### config.mk
export PLATFORM = sky130hd
export DESIGN_NAME = mem_ctrl_flat
export DESIGN_NICKNAME = d
export VERILOG_FILES = /design/src/rtl/mem_ctrl_if.sv /design/src/rtl/mem_ctrl.sv /design/src/flat_wrapper.sv
export SDC_FILE = /design/constraint.sdc
export NUM_CORES = 1
export LEC_CHECK = 0
export CAP_MARGIN = 30
export CORE_MARGIN = 2
export CORE_UTILIZATION = 30
export DETAILED_ROUTE_END_ITERATION = 8
export SLEW_MARGIN = 15
export SYNTH_ARGS = -nofsm -noshare
export SYNTH_HDL_FRONTEND = slang
export SYNTH_SLANG_ARGS = --single-unit
### constraint.sdc
create_clock -name clk_in -period 9.95 [get_ports clk_in]
set_clock_uncertainty 0.1 [all_clocks]
set_input_delay 1.99 -clock clk_in [delete_from_list [all_inputs] [get_ports clk_in]]
set_output_delay 1.99 -clock clk_in [all_outputs]
set_load 0.01 [all_outputs]
### src/rtl/mem_ctrl_if.sv
// rtl/mem_ctrl_if.sv - fetch, load-store and byte-memory bus bundle for mem_ctrl
interface mem_ctrl_if #(
   parameter int ADDR_WIDTH = 32
);
   // byte-wide RAM/IO port
   logic [7:0]            mem_din;
   logic [7:0]            mem_dout;
   logic [ADDR_WIDTH-1:0] mem_a;
   logic                  mem_wr;
   // instruction fetch channel
   logic                  if_req;
   logic [ADDR_WIDTH-1:0] if_addr;
   logic                  if_done;
   logic [31:0]           if_data;
   // load-store buffer channel
   logic                  lsb_req;
   logic                  lsb_wr;
   logic [1:0]            lsb_size;
   logic [ADDR_WIDTH-1:0] lsb_addr;
   logic [31:0]           lsb_wdata;
   logic                  lsb_done;
   logic [31:0]           lsb_rdata;

   // requester / memory side: the pipeline units plus the RAM model
   modport master (
      output mem_din, if_req, if_addr, lsb_req, lsb_wr, lsb_size, lsb_addr, lsb_wdata,
      input  mem_dout, mem_a, mem_wr, if_done, if_data, lsb_done, lsb_rdata
   );

   // controller side
   modport slave (
      input  mem_din, if_req, if_addr, lsb_req, lsb_wr, lsb_size, lsb_addr, lsb_wdata,
      output mem_dout, mem_a, mem_wr, if_done, if_data, lsb_done, lsb_rdata
   );
endinterface

### src/rtl/mem_ctrl.sv
// rtl/mem_ctrl.sv - byte-serial arbiter/sequencer between IF, LSB and the 8-bit memory port
module mem_ctrl #(
   parameter int ADDR_WIDTH   = 32,
   parameter bit LSB_PRIORITY = 1'b1
) (
   input  logic       clk_in,
   input  logic       rst_in,
   input  logic       rdy_in,
   input  logic       clear,
   input  logic       io_buffer_full,
   mem_ctrl_if.slave  bus
);

   typedef enum logic [1:0] {IDLE, IF_RD, LSB_RD, LSB_WR} state_t;

   state_t                state_q, state_d;
   logic [1:0]            cnt_q, cnt_d;
   logic [2:0]            n_q, n_d;
   logic [ADDR_WIDTH-1:0] base_q, base_d;
   logic [ADDR_WIDTH-1:0] mem_a_q, mem_a_d;
   logic [31:0]           wdata_q, wdata_d;
   logic [31:0]           rbuf_q, rbuf_d;
   logic [31:0]           if_data_q, if_data_d;
   logic [31:0]           lsb_rdata_q, lsb_rdata_d;
   logic [7:0]            dout_q, dout_d;
   logic                  wr_q, wr_d;
   logic                  if_done_q, if_done_d;
   logic                  lsb_done_q, lsb_done_d;

   // request qualification and arbitration
   logic       io_block, if_ok, lsb_ok, take_lsb, take_if;
   logic [2:0] lsb_n, cnt_nx;
   logic       more;

   assign io_block = bus.lsb_wr && (bus.lsb_addr[17:16] == 2'b11) && io_buffer_full;
   assign if_ok    = bus.if_req && !if_done_q && !clear;
   assign lsb_ok   = bus.lsb_req && !lsb_done_q && !io_block;
   assign take_lsb = lsb_ok && (LSB_PRIORITY || !if_ok);
   assign take_if  = if_ok && !take_lsb;
   assign lsb_n    = (bus.lsb_size == 2'd0) ? 3'd1 : (bus.lsb_size == 2'd1) ? 3'd2 : 3'd4;
   assign cnt_nx   = {1'b0, cnt_q} + 3'd1;
   assign more     = (cnt_nx < n_q);

   // next-state and next-output logic for the byte sequencer
   always_comb begin
      state_d     = state_q;
      cnt_d       = cnt_q;
      n_d         = n_q;
      base_d      = base_q;
      mem_a_d     = mem_a_q;
      wdata_d     = wdata_q;
      rbuf_d      = rbuf_q;
      if_data_d   = if_data_q;
      lsb_rdata_d = lsb_rdata_q;
      dout_d      = dout_q;
      wr_d        = wr_q;
      if_done_d   = 1'b0;
      lsb_done_d  = 1'b0;
      case (state_q)
         IDLE: begin
            if (take_lsb) begin
               base_d  = bus.lsb_addr;
               mem_a_d = bus.lsb_addr;
               n_d     = lsb_n;
               wdata_d = bus.lsb_wdata;
               cnt_d   = 2'd0;
               rbuf_d  = 32'd0;
               if (bus.lsb_wr) begin
                  state_d = LSB_WR;
                  wr_d    = 1'b1;
                  dout_d  = bus.lsb_wdata[7:0];
               end else begin
                  state_d = LSB_RD;
               end
            end else if (take_if) begin
               base_d  = bus.if_addr;
               mem_a_d = bus.if_addr;
               n_d     = 3'd4;
               cnt_d   = 2'd0;
               rbuf_d  = 32'd0;
               state_d = IF_RD;
            end
         end
         IF_RD, LSB_RD: begin
            if (state_q == IF_RD && clear) begin
               // flushed fetch: drop partial bytes, no completion
               state_d = IDLE;
               cnt_d   = 2'd0;
               mem_a_d = '0;
            end else begin
               rbuf_d[{cnt_q, 3'b000} +: 8] = bus.mem_din;
               if (more) begin
                  cnt_d   = cnt_nx[1:0];
                  mem_a_d = base_q + ADDR_WIDTH'(cnt_nx);
               end else begin
                  state_d = IDLE;
                  cnt_d   = 2'd0;
                  mem_a_d = '0;
                  if (state_q == IF_RD) begin
                     if_done_d = 1'b1;
                     if_data_d = rbuf_d;
                  end else begin
                     lsb_done_d  = 1'b1;
                     lsb_rdata_d = rbuf_d;
                  end
               end
            end
         end
         LSB_WR: begin
            if (more) begin
               cnt_d   = cnt_nx[1:0];
               mem_a_d = base_q + ADDR_WIDTH'(cnt_nx);
               dout_d  = wdata_q[{cnt_nx[1:0], 3'b000} +: 8];
            end else begin
               state_d    = IDLE;
               cnt_d      = 2'd0;
               mem_a_d    = '0;
               wr_d       = 1'b0;
               lsb_done_d = 1'b1;
            end
         end
         default: state_d = IDLE;
      endcase
   end

   // state register; everything freezes while rdy_in is low
   always_ff @(posedge clk_in or posedge rst_in) begin
      if (rst_in) begin
         state_q     <= IDLE;
         cnt_q       <= 2'd0;
         n_q         <= 3'd0;
         base_q      <= '0;
         mem_a_q     <= '0;
         wdata_q     <= 32'd0;
         rbuf_q      <= 32'd0;
         if_data_q   <= 32'd0;
         lsb_rdata_q <= 32'd0;
         dout_q      <= 8'd0;
         wr_q        <= 1'b0;
         if_done_q   <= 1'b0;
         lsb_done_q  <= 1'b0;
      end else if (rdy_in) begin
         state_q     <= state_d;
         cnt_q       <= cnt_d;
         n_q         <= n_d;
         base_q      <= base_d;
         mem_a_q     <= mem_a_d;
         wdata_q     <= wdata_d;
         rbuf_q      <= rbuf_d;
         if_data_q   <= if_data_d;
         lsb_rdata_q <= lsb_rdata_d;
         dout_q      <= dout_d;
         wr_q        <= wr_d;
         if_done_q   <= if_done_d;
         lsb_done_q  <= lsb_done_d;
      end
   end

   // write strobe is gated so a paused cycle never repeats a byte write
   assign bus.mem_a     = mem_a_q;
   assign bus.mem_dout  = dout_q;
   assign bus.mem_wr    = wr_q & rdy_in;
   assign bus.if_done   = if_done_q;
   assign bus.if_data   = if_data_q;
   assign bus.lsb_done  = lsb_done_q;
   assign bus.lsb_rdata = lsb_rdata_q;

endmodule

### src/flat_wrapper.sv
// flat-port wrapper written by rule: the top's interface ports become plain ports
module mem_ctrl_flat 
#(
   parameter int ADDR_WIDTH   = 32,
   parameter bit LSB_PRIORITY = 1'b1
)
  (clk_in, rst_in, rdy_in, clear, io_buffer_full, bus_mem_din, bus_if_req, bus_if_addr, bus_lsb_req, bus_lsb_wr, bus_lsb_size, bus_lsb_addr, bus_lsb_wdata, bus_mem_dout, bus_mem_a, bus_mem_wr, bus_if_done, bus_if_data, bus_lsb_done, bus_lsb_rdata);
  mem_ctrl_if #(.ADDR_WIDTH(ADDR_WIDTH)) bus_i ();
  input  logic clk_in;
  input  logic rst_in;
  input  logic rdy_in;
  input  logic clear;
  input  logic io_buffer_full;
  input wire logic [$bits(bus_i.mem_din)-1:0] bus_mem_din;
  input wire logic [$bits(bus_i.if_req)-1:0] bus_if_req;
  input wire logic [$bits(bus_i.if_addr)-1:0] bus_if_addr;
  input wire logic [$bits(bus_i.lsb_req)-1:0] bus_lsb_req;
  input wire logic [$bits(bus_i.lsb_wr)-1:0] bus_lsb_wr;
  input wire logic [$bits(bus_i.lsb_size)-1:0] bus_lsb_size;
  input wire logic [$bits(bus_i.lsb_addr)-1:0] bus_lsb_addr;
  input wire logic [$bits(bus_i.lsb_wdata)-1:0] bus_lsb_wdata;
  output wire logic [$bits(bus_i.mem_dout)-1:0] bus_mem_dout;
  output wire logic [$bits(bus_i.mem_a)-1:0] bus_mem_a;
  output wire logic [$bits(bus_i.mem_wr)-1:0] bus_mem_wr;
  output wire logic [$bits(bus_i.if_done)-1:0] bus_if_done;
  output wire logic [$bits(bus_i.if_data)-1:0] bus_if_data;
  output wire logic [$bits(bus_i.lsb_done)-1:0] bus_lsb_done;
  output wire logic [$bits(bus_i.lsb_rdata)-1:0] bus_lsb_rdata;
  assign bus_i.mem_din = bus_mem_din;
  assign bus_i.if_req = bus_if_req;
  assign bus_i.if_addr = bus_if_addr;
  assign bus_i.lsb_req = bus_lsb_req;
  assign bus_i.lsb_wr = bus_lsb_wr;
  assign bus_i.lsb_size = bus_lsb_size;
  assign bus_i.lsb_addr = bus_lsb_addr;
  assign bus_i.lsb_wdata = bus_lsb_wdata;
  assign bus_mem_dout = bus_i.mem_dout;
  assign bus_mem_a = bus_i.mem_a;
  assign bus_mem_wr = bus_i.mem_wr;
  assign bus_if_done = bus_i.if_done;
  assign bus_if_data = bus_i.if_data;
  assign bus_lsb_done = bus_i.lsb_done;
  assign bus_lsb_rdata = bus_i.lsb_rdata;
  mem_ctrl #(.ADDR_WIDTH(ADDR_WIDTH), .LSB_PRIORITY(LSB_PRIORITY)) u_core (.clk_in(clk_in), .rst_in(rst_in), .rdy_in(rdy_in), .clear(clear), .io_buffer_full(io_buffer_full), .bus(bus_i));
endmodule
## Yosys cells after proc, flatten, opt, wreduce, memory -nomap -nowiden

Index checks and enable logic that the tools add are counted.

- $add $sub $neg: 3
- $lt $le $gt $ge: 1
- Equality and inequality tests: 11
- Shift-type cells: 3
- Muxes and demuxes: 42
- Bitwise gates (word level): 4
- Reductions and logical operators: 27

Operators by type and width:

| operator | count |
|---|---|
| 32-bit 2-to-1 mux | 7 |
| 32-bit one-hot mux with 3 select lines | 1 |
| 32-bit one-hot mux with 2 select lines | 1 |
| 32-bit by 3-bit adder with 32-bit output | 1 |
| 32-bit bitwise mux | 1 |
| 8-bit by 7-bit variable shift with 32-bit output (first input constant) | 1 |
| 32-bit by 6-bit variable part select with 8-bit output | 1 |
| 8-bit by 7-bit variable part select with 32-bit output | 1 |
| 8-bit 2-to-1 mux | 3 |
| 5-bit AND reduction | 4 |
| 2-bit 2-to-1 mux | 8 |
| 8-bit one-hot mux with 2 select lines | 1 |
| 1-bit 2-to-1 mux | 12 |
| 3-bit 2-to-1 mux | 4 |
| 2-bit one-hot mux with 3 select lines | 2 |
| 1-bit logical AND | 8 |
| 5-bit negator with 7-bit output | 1 |
| 2-bit equality test (second input constant) | 3 |
| 2-bit != test (second input constant) | 3 |
| 3-bit AND reduction | 2 |
| 2-bit nonzero test | 3 |
| 1-bit zero test | 5 |
| 2-bit by 1-bit equality test with 1-bit output (second input constant) | 2 |
| 2-bit zero test | 2 |
| other kinds (10) | 14 |

- Flip-flop bits (word level): 210
- Input port bits: 114
- Output and inout port bits: 107
- Logic and storage cells: 104

## Logic depth before layout (Yosys ltp)

- Word-level depth: 10
- Mapped depth: 12
- Gate-level depth less buffers: 9

## Worst setup path before layout

No wires, ideal clock.

- Path type: input port to output port
- From: input rdy_in
- To: output bus_mem_wr
- Arrival time: 2.288 ns
- Required time: 7.860 ns
- Path slack: 5.572 ns
- Cell stages on the path: 2
- Buffers on the path: 1
- Cells stage by stage: buf_4 and2_1

- Word-level cells in the longest chain between the ends: 1

Ends and longest elaborated chain:

| element | RTL line | source |
|---|---|---|
| start, declared | flat_wrapper.sv:11 | `input logic rdy_in;` |
| 1-bit bitwise AND | mem_ctrl.sv:162 | `assign bus.mem_wr = wr_q & rdy_in;` |
| end, declared | flat_wrapper.sv:24 | `output wire logic [$bits(bus_i.mem_wr)-1:0] bus_mem_wr;` |

No other way between the ends.

## Final worst setup path

Ends and elaborated chain as after synthesis.

==> impl_metrics.env <==
export IMPL_synthSimpleGateAreaFrac_pct=16.6
export IMPL_synth_top_family_by_area="compound AO/OA/AOI/OAI gates"
export IMPL_max_slew_worst_pin_slew_ns=0.943
export IMPL_ctsHtreeMaxLevel=1
export IMPL_final_common_cell="nand2_1"
export IMPL_finalMaxSlewViolations=0
export IMPL_grt_ovfl_total=0
export IMPL_critPathKind="in -> out"
export IMPL_initial_utilization_pct=30.3
export IMPL_max_cap_violations=0
export IMPL_layout_setup_ws_ns=4.45
export IMPL_drt_iter0_markers=397
export IMPL_wl_per_cell_um=16.9
export IMPL_p_clk_share_pct=26.6
export IMPL_final_cell_mix="nand2_1, clkdlybuf4s50_1, dfrtp_1"
export IMPL_dp_cells=1574
export IMPL_switchingPower_mw=1.20
export IMPL_worst_slew_margin_rel_pct=36.6
export IMPL_yosysSeqAreaShare_pct=53.5
export IMPL_critPathMostFrequentCell="clkdlybuf4s50_1"
export IMPL_synth_edf_count=0
export IMPL_max_freq_mhz=182
export IMPL_max_stage_delay_ns=0.70
export IMPL_root_buffer="clkbuf_16"
export IMPL_grt_max_degree=131
export IMPL_synth_distinct_cells=62
export IMPL_numCtsBuffers=24
export IMPL_synth_fa_ha_area_share_pct=1.73
export IMPL_synth_compound_area_share_pct=16.9
export IMPL_synthArstFlopShare_pct=100
export IMPL_pre_cts_slack_ns=4.45
export IMPL_syn_area_per_cell_um2=10.2
export IMPL_wirelength_um=27400
export IMPL_cts_resized=0
export IMPL_synth_nets=1091
export IMPL_ys_flop_type="dfrtp_1"
export IMPL_grt_util_all_layers_pct=16.1
export IMPL_dpl_hpwl_um=18900
export IMPL_ant_nets=0
export IMPL_final_cells=1623
export IMPL_area_growth_pct=34.8
export IMPL_synth_mux_area_share_pct=4.30
export IMPL_rows=66
export IMPL_post_cts_buffers=0
export IMPL_cp_required_ns=7.86
export IMPL_worstPathCellList="clkdlybuf4s50_1 > and2_1 > clkdlybuf4s50_1"
export IMPL_hp_class="reg -> reg"
export IMPL_peakVddDrop_v=0.000147
export IMPL_grt_pass1_wl_um=43600
export IMPL_gp_congestion=0.754
export IMPL_combinationalPowerShare_pct=36.0
export IMPL_drive_above_1_share_pct=8.22
export IMPL_timing_final_crit_period_ns=5.50
export IMPL_synth_xor_area_share_pct=2.68
export IMPL_die_y_um=185
export IMPL_leakage_nw=5.86
export IMPL_cp_max_fo=10
export IMPL_clock_path_buffers=3
export IMPL_grt_setup_unrepaired="false"
export IMPL_cts_hold_buf=0
export IMPL_synth_seq_cells=210
export IMPL_path_buf_inv=2
export IMPL_dieWidth_um=185
export IMPL_syn_area_um2=9820
export IMPL_seqPwrFrac_pct=37.4
export IMPL_end_kind="primary output"
export IMPL_portBuffers=220
export IMPL_p_total_mw=3.49
export IMPL_core_area_um2=32400
export IMPL_finalHoldViolations=0
export IMPL_p_sw_share_pct=34.4
export IMPL_arrival_ns=3.41
export IMPL_cp_start_kind="input port"
export IMPL_setup_tns_ns=0
export IMPL_cts_clk_slew_worst_paths_ns=0.06
export IMPL_post_route_period_util_pct=55.2
export IMPL_clock_sinks=210
export IMPL_cts_tree="yes"
export IMPL_grt_pass1_vias=7885
export IMPL_internal_power_mw=2.29
export IMPL_status="completed"
export IMPL_viasPerCell=4.79
export IMPL_final_nets=1289
export IMPL_first_pass_iters=5
export IMPL_clk_latency_ns=0.51
export IMPL_drc=0
export IMPL_slowest_stage="clkdlybuf4s50_1"
export IMPL_p_per_area_nw_per_um2=264
export IMPL_critPathTopFamily="buffers and inverters"
export IMPL_setup_violations_final=0
export IMPL_vias=7772
export IMPL_antenna_found_initial=5
export IMPL_yosysWarnings=0
export IMPL_io_pin_count=221
export IMPL_die_area_um2=34200
export IMPL_postSynthCellCount=964
cells by family (layout without fill, tap and decap cells):
logic type | Yosys count | after routing
flops | 210 | 210
other cells | 0 | 1
compound gates | 250 | 250
simple gates | 354 | 354
xor+xnor | 30 | 30
fa+ha+maj | 13 | 13
buf+inv | 77 | 293
mux | 30 | 30
cells in the mapped netlist, types with 15 or more instances:
master	instances	area, um2
nand2_1	250	938
dfrtp_1	210	5260
a21oi_1	59	295
o21ai_0	51	255
a22o_1	32	280
o21ai_1	29	145
a21o_1	28	210
nor2b_1	28	175
a221o_1	26	260
clkbuf_1	26	97.6
xnor2_1	22	193
mux2_2	17	191
nand3_1	15	75.1
power by group through the flow:
stage / clock network (mW) / logic (mW) / registers, mW
final: 0.929 / 1.26 / 1.31
after global routing: 0.991 / 1.39 / 1.34
after CTS: 0.955 / 1.26 / 1.31
after detailed placement: 0 / 1.26 / 1.32
after global placement: 0 / 1.23 / 1.32
after floorplan: 0 / 0.795 / 1.31
layer usage:
layer / vias up / track usage, % / routed length (um)
li1: 3744 / - / -
met1: 3747 / 22.2 / 12500
met2: 224 / 25.5 / 12500
met3: 49 / 3.54 / 1750
met4: 8 / 4.22 / 597
met5: - / 0 / 51
cell type report:
class / instances / area (um2)
Antenna cell: 1 / 2.50
Clock buffer: 34 / 709
Clock inverter: 10 / 133
Fill cell: 3210 / 19100
Inverter: 15 / 63.8
Multi-Input combinational cell: 677 / 4150
Sequential cell: 210 / 5260
Tap cell: 442 / 553
Timing Repair Buffer: 234 / 2370
worst reg2reg max path, delay by kind of cell (launching register included):
family,cells,cell delay [ns]
flops,1,0.93
simple gates,4,1.51
fa+ha+maj,2,0.70
compound gates,2,0.47
buf+inv,1,0.33
registers in the layout, summed over array words and instances (netlist names):
name,count
u_core.rbuf_q,32
u_core.bus.mem_a,32
u_core.bus.if_done,1
u_core.bus.mem_dout,8
u_core.wr_q,1
u_core.state_q,2
u_core.bus.lsb_rdata,32
u_core.n_q,3
u_core.bus.lsb_done,1
u_core.bus.if_data,32
u_core.wdata_q,32
u_core.cnt_q,2
u_core.base_q,32
per-stage QoR:
stage	cell area, um2	hold WS, ns	util [%]
3_3_place_gp	12300	0.353	37.9
4_1_cts	13200	0.375	40.7
5_1_grt	13200	0.383	40.9
2_1_floorplan	9820	0.340	-
6_report	13200	0.370	40.9
3_5_place_dp	12300	0.360	38.1
worst paths after layout:
path | startpoint | endpoint | slack, ns | depth (start not counted)
worst max-delay path | rdy_in | bus_mem_wr | 4.45 | 3
worst max register to register | u_core.cnt_q[0]$_DFFE_PP0P_ | u_core.bus.mem_a[17]$_DFFE_PP0P_ | 5.84 | 9
worst min-delay path | u_core.wdata_q[7]$_DFFE_PP0P_ | u_core.wdata_q[7]$_DFFE_PP0P_ | 0.37 | 2
worst min register to register | u_core.wdata_q[7]$_DFFE_PP0P_ | u_core.wdata_q[7]$_DFFE_PP0P_ | 0.37 | 2
min in group asynchronous | rst_in | u_core.bus.lsb_rdata[20]$_DFFE_PP0P_ | 1.78 | 2
max in group asynchronous | rst_in | u_core.base_q[19]$_DFFE_PP0P_ | 6.84 | 4
Note: power is estimated with default switching activity, not from simulation.
